File: src/rtl/pwm_duty_sequencer.sv
// Duty/max_value sequencer feeding pwm_module. It mirrors the PWM period counter
// so that duty and max_value only change on period boundaries.
//
// state    | meaning
// ---------+---------------------------------------------------------------
// IDLE     | no command active, profile output held
// APPLY    | command latched, waiting for the next period_tick to apply it
// RAMP     | stepping duty by one per step event toward target
// BRTH_UP  | breathe, duty rising toward target
// BRTH_DN  | breathe, duty falling toward zero
module pwm_duty_sequencer #(
  parameter int bit_width  = 3,
  parameter int rate_width = 8
) (
  input  logic                  clk,
  input  logic                  rst_n,
  input  logic                  cfg_valid,
  output logic                  cfg_ready,
  input  logic [1:0]            cfg_mode,
  input  logic [bit_width-1:0]  cfg_target,
  input  logic [bit_width-1:0]  cfg_max,
  input  logic [rate_width-1:0] cfg_rate,
  output logic [bit_width-1:0]  duty,
  output logic [bit_width-1:0]  max_value,
  output logic                  period_tick,
  output logic                  busy,
  output logic                  done
);

  typedef enum logic [2:0] {
    S_IDLE, S_APPLY, S_RAMP, S_BRTH_UP, S_BRTH_DN
  } state_t;

  localparam logic [1:0] M_HOLD    = 2'b00;
  localparam logic [1:0] M_RAMP    = 2'b01;
  localparam logic [1:0] M_BREATHE = 2'b10;

  state_t                state_q, state_d;
  logic [bit_width:0]    pcnt_q, pcnt_d;
  logic [rate_width-1:0] rcnt_q, rcnt_d;
  logic [bit_width-1:0]  duty_q, duty_d;
  logic [bit_width-1:0]  max_q, max_d;
  logic [1:0]            mode_q, mode_d;
  logic [bit_width-1:0]  target_q, target_d;
  logic [bit_width-1:0]  cmax_q, cmax_d;
  logic [rate_width-1:0] rate_q, rate_d;
  logic                  done_q, done_d;
  logic                  ready_q, ready_d;
  logic                  step;
  logic                  accept;

  always_ff @(posedge clk) begin
    if (!rst_n) begin
      state_q  <= S_IDLE;
      pcnt_q   <= '0;
      rcnt_q   <= '0;
      duty_q   <= '0;
      max_q    <= '1;
      mode_q   <= '0;
      target_q <= '0;
      cmax_q   <= '0;
      rate_q   <= '0;
      done_q   <= 1'b0;
      ready_q  <= 1'b0;
    end else begin
      state_q  <= state_d;
      pcnt_q   <= pcnt_d;
      rcnt_q   <= rcnt_d;
      duty_q   <= duty_d;
      max_q    <= max_d;
      mode_q   <= mode_d;
      target_q <= target_d;
      cmax_q   <= cmax_d;
      rate_q   <= rate_d;
      done_q   <= done_d;
      ready_q  <= ready_d;
    end
  end

  always_comb begin
    period_tick = (pcnt_q == {1'b0, max_q});
    step        = period_tick && (rcnt_q == rate_q);
    accept      = cfg_valid && ready_q;

    state_d  = state_q;
    pcnt_d   = period_tick ? '0 : pcnt_q + 1'b1;
    rcnt_d   = step ? '0 : (period_tick ? rcnt_q + 1'b1 : rcnt_q);
    duty_d   = duty_q;
    max_d    = max_q;
    mode_d   = mode_q;
    target_d = target_q;
    cmax_d   = cmax_q;
    rate_d   = rate_q;
    done_d   = 1'b0;

    // An accepted command always wins, even over a breathe step on the same edge.
    if (accept) begin
      mode_d   = cfg_mode;
      target_d = (cfg_target > cfg_max) ? cfg_max : cfg_target;
      cmax_d   = cfg_max;
      rate_d   = cfg_rate;
      state_d  = S_APPLY;
    end else begin
      unique case (state_q)
        S_APPLY: if (period_tick) begin
          max_d = cmax_q;
          unique case (mode_q)
            M_HOLD: begin
              duty_d  = target_q;
              done_d  = 1'b1;
              state_d = S_IDLE;
            end
            M_RAMP: begin
              duty_d  = (duty_q > cmax_q) ? cmax_q : duty_q;
              state_d = S_RAMP;
            end
            M_BREATHE: begin
              duty_d  = (duty_q > target_q) ? target_q : duty_q;
              state_d = S_BRTH_UP;
            end
            default: begin
              duty_d  = '0;
              done_d  = 1'b1;
              state_d = S_IDLE;
            end
          endcase
        end
        S_RAMP: if (step) begin
          if (duty_q == target_q) begin
            done_d  = 1'b1;
            state_d = S_IDLE;
          end else begin
            duty_d = (duty_q < target_q) ? duty_q + 1'b1 : duty_q - 1'b1;
            if (duty_d == target_q) begin
              done_d  = 1'b1;
              state_d = S_IDLE;
            end
          end
        end
        S_BRTH_UP: if (step) begin
          if (target_q == '0) begin
            duty_d = '0;
          end else if (duty_q < target_q) begin
            duty_d = duty_q + 1'b1;
          end else begin
            duty_d  = duty_q - 1'b1;
            state_d = S_BRTH_DN;
          end
        end
        S_BRTH_DN: if (step) begin
          if (duty_q != '0) begin
            duty_d = duty_q - 1'b1;
          end else begin
            if (target_q != '0) duty_d = duty_q + 1'b1;
            state_d = S_BRTH_UP;
          end
        end
        default: ;
      endcase
    end

    if ((state_d == S_RAMP || state_d == S_BRTH_UP) && state_d != state_q)
      rcnt_d = '0;

    ready_d = (state_d == S_IDLE) || (state_d == S_BRTH_UP) || (state_d == S_BRTH_DN);
  end

  assign cfg_ready = ready_q;
  assign busy      = (state_q != S_IDLE);
  assign done      = done_q;
  assign duty      = duty_q;
  assign max_value = max_q;

endmodule
File: config.mk
export PLATFORM = sky130hd
export DESIGN_NAME = pwm_duty_sequencer
export DESIGN_NICKNAME = d
export VERILOG_FILES = /design/src/rtl/pwm_duty_sequencer.sv
export SDC_FILE = /design/constraint.sdc
export NUM_CORES = 1
export LEC_CHECK = 0
export ABC_AREA = 0
export CAP_MARGIN = 30
export CORE_MARGIN = 5
export CORE_UTILIZATION = 56
export DETAILED_ROUTE_END_ITERATION = 10
export GPL_TIMING_DRIVEN = 0
export PLACE_DENSITY_LB_ADDON = 0.3
export SETUP_SLACK_MARGIN = 0.5
export SLEW_MARGIN = 5
export SYNTH_ARGS = -nofsm -noshare
export SYNTH_HDL_FRONTEND = slang
export SYNTH_SLANG_ARGS = --single-unit
File: constraint.sdc
create_clock -name clk -period 3.5 [get_ports clk]
set_clock_uncertainty 0.15 [all_clocks]
set_input_delay 0.525 -clock clk [delete_from_list [all_inputs] [get_ports clk]]
set_output_delay 0.525 -clock clk [all_outputs]
set_load 0.01 [all_outputs]
==> results.json <==
{
  "min_from": "rate_q[2]",
  "cts_resized": 0,
  "ant_nets": 0,
  "r2r_start": "duty[0]",
  "clkTransAtPathRegs_ps": 80,
  "cp-end-kind": "primary output",
  "fin_crit_sh_pct": 80.2,
  "criticalPathCategory": "reg -> out",
  "place_area_mm2": 0.00271,
  "stdcell_count": 373,
  "tightest_slew_ps": 542,
  "synth_top_area_share_pct": 32.9,
  "maxCapViolations": 0,
  "grt_max_degree": 13,
  "cts_root_buffer": "clkbuf_8",
  "insertedDiodeCount": 0,
  "min_path_type": "reg -> reg",
  "yosysTopAreaCell": "dfxtp_1",
  "cts_tree": "yes",
  "path_buf_inv": 3,
  "wire_per_inst_um": 13.6,
  "startpoint_type": "register",
  "cts_setup_buffers": 0,
  "fp.dieH_um": 75.1,
  "wirelength_mm": 5.08,
  "yosys_warnings": 0,
  "drt_pass1_iterations": 5,
  "port_buffers": 28,
  "fmax_mhz": 356,
  "grt_pass1_wl_mm": 8.80,
  "cp_max_fo": 10,
  "worstPathCellList": "xor2_1 -> or4_4 -> inv_2 -> buf_4 -> clkdlybuf4s50_1",
  "reg2reg_depth": 8,
  "drcViolationCount": 0,
  "max_stage_delay_ps": 550,
  "critical_path_arrival_ps": 2130,
  "clk_path_buf_depth": 2,
  "drtIter0Drc": 129,
  "avgSynthCellArea_um2": 8.26,
  "syn_area_mm2": 0.00237,
  "h-tree-depth": 2,
  "syn2layout_area_growth_pct": 18.1,
  "dp_hpwl_mm": 3.95,
  "synth_cell_types": 51,
  "grt_pass1_vias": 1970,
  "nNetsFinal": 359,
  "outcome": "complete, no violations",
  "syn-num-nets": 324,
  "hold_buffers": 0,
  "synth-seq-cells": 39,
  "setup_tns_ps": 0,
  "fin_util_pct": 68.9,
  "worstHoldPathCells": 2,
  "core_mm2": 0.00406,
  "cellPowerDensity_mw_per_mm2": 338,
  "vias_per_cell": 5.63,
  "antenna_found_initial": 0,
  "synth_edf_count": 0,
  "setup_viol": 0,
  "place_inst": 365,
  "clock-sinks": 39,
  "globalRoute.totalOverflow": 0,
  "vias": 2100,
  "finalHoldViolCount": 0,
  "holdPathEnd": "rate_q[2]",
  "postLayoutCellArea_mm2": 0.00280,
  "ys_async_sr_fraction_pct": 0,
  "irDropWorstVdd_mv": 0.242,
  "required_ps": 2820,
  "die_w_um": 75.1,
  "cts_buffers": 5,
  "fp-row-count": 23,
  "whs_ps": 320,
  "synth_ff_type": "dfxtp_1",
  "cellLeakagePower_uw": 0.00117,
  "slew_viol_final": 0,
  "synth_area_leaders": "dfxtp_1 (33%), ha_1 (9.5%), nand2_1 (7.3%)",
  "die_area_mm2": 0.00563,
  "cp_top_family": "buffers and inverters",
  "synthCells": 287,
  "crit_slowest_cell": "or4_4",
  "initial_core_util_pct": 58.4,
  "r2r_slack_ps": 750,
  "grt_usage_pct": 20.3,
  "worstSkewPairLatency_ps": 290,
  "layout-drive-gt1-share_pct": 6.81,
  "globalplace.congestion": 0.962,
  "rsz0062_at_grt": "false",
  "io_pins": 29,
  "relSlewSlack_pct": 63.5,
  "min_period_ps": 2810,
  "r2r_end": "done",
  "yosysSeqAreaShare_pct": 32.9
}
==> cell families after synthesis <==
family | count (synthesis) | synth area share (%)
buffers and inverters | 26 | 4.38
muxes | 9 | 3.80
AOI/OAI and AO/OA | 63 | 19.0
xor gates and xnor gates | 20 | 7.39
and+or+nand+nor | 112 | 23.0
DFF | 39 | 32.9
adders and majority gates | 18 | 9.50
==> flip-flops by register name, indices dropped and copies added, names as in the netlist <==
name and cells:
state_q 3, cfg_ready 1, done 1, rate_q 8
pcnt_q 4, duty 3, cmax_q 3, max_value 3
rcnt_q 8, mode_q 2, target_q 3
==> area by class of cell <==
| class | count | area, um^2 |
|---|---|---|
| Timing Repair Buffer | 28 | 280 |
| Clock buffer | 6 | 72.6 |
| Buffer | 10 | 43.8 |
| Inverter | 16 | 60.1 |
| Clock inverter | 2 | 12.5 |
| Fill cell | 344 | 1260 |
| Sequential cell | 39 | 781 |
| Multi-Input combinational cell | 222 | 1490 |
| Tap cell | 50 | 62.6 |
==> worst min-delay path: stages, from the launching register on <==
cell     delay [ps]
dfxtp_1         320
nand2_1          50
a21oi_1          50
==> power breakdown <==
| part | switching [uW] | leakage (uW) | internal, uW |
|---|---|---|---|
| logic | 92.1 | 0.000815 | 80.3 |
| registers | 16.0 | 0.000317 | 460 |
| clock network | 157 | 0.0000412 | 139 |
| total | 265 | 0.00117 | 680 |
==> worst max path at each step <==
stage / start / endpoint / slack, ps / cells after the start
2_1_floorplan: duty[2] / done / 930 / 7
5_1_grt: duty[2] / done / 600 / 7
3_5_place_dp: duty[2] / done / 770 / 7
4_1_cts: max_value[2] / period_tick / 670 / 5
6_report: max_value[2] / period_tick / 690 / 5
3_3_place_gp: duty[2] / done / 800 / 7
==> layer usage <==
| layer | up-vias | wire, um | track usage, % |
|---|---|---|---|
| met5 | - | 0 | 0 |
| met4 | 0 | 72 | 7.51 |
| met1 | 961 | 2230 | 25.8 |
| met2 | 66 | 2400 | 33.5 |
| met3 | 7 | 387 | 4.81 |
| li1 | 1066 | - | - |
==> layout by cell type, fill, tap and decap left out, types with 2 or more instances in the layout <==
master,n
nor2_1,25
and3_1,4
nand2b_1,6
a31oi_1,3
a22o_1,2
o211ai_1,3
a22oi_1,4
nor4_2,2
and2_1,2
clkdlybuf4s50_1,28
xor2_1,16
a211oi_1,5
or3_1,2
buf_2,2
ha_1,18
nand2_1,46
nand4_1,3
mux2i_1,9
nand3_1,6
o21ai_0,7
nor2b_1,3
o21a_1,2
xnor2_1,4
a21oi_1,22
a41oi_1,2
inv_1,14
clkbuf_1,8
clkbuf_8,5
dfxtp_1,39
nor3_1,5
a21o_1,2
==> cells in the mapped netlist, drive strengths merged (3+ instances only) <==
cell and count:
inv 15, ha 18, buf 3, and3 4, dfxtp 39, o211ai 3
a22oi 4, nand3 6, nand2 46, xor2 16, a21oi 23, mux2i 9
nor2 25, o21ai 7, xnor2 4, clkbuf 7, nand2b 6, a211oi 5
nand4 3, nor2b 3, nor3 5, a31oi 3
==> stage by stage <==
step,total power (uW),setup slack [ps]
floorplan,600,931
global placement,654,803
detailed placement,657,771
CTS,948,670
global route,991,595
finish,945,694
(Power assumes the default switching activity.)
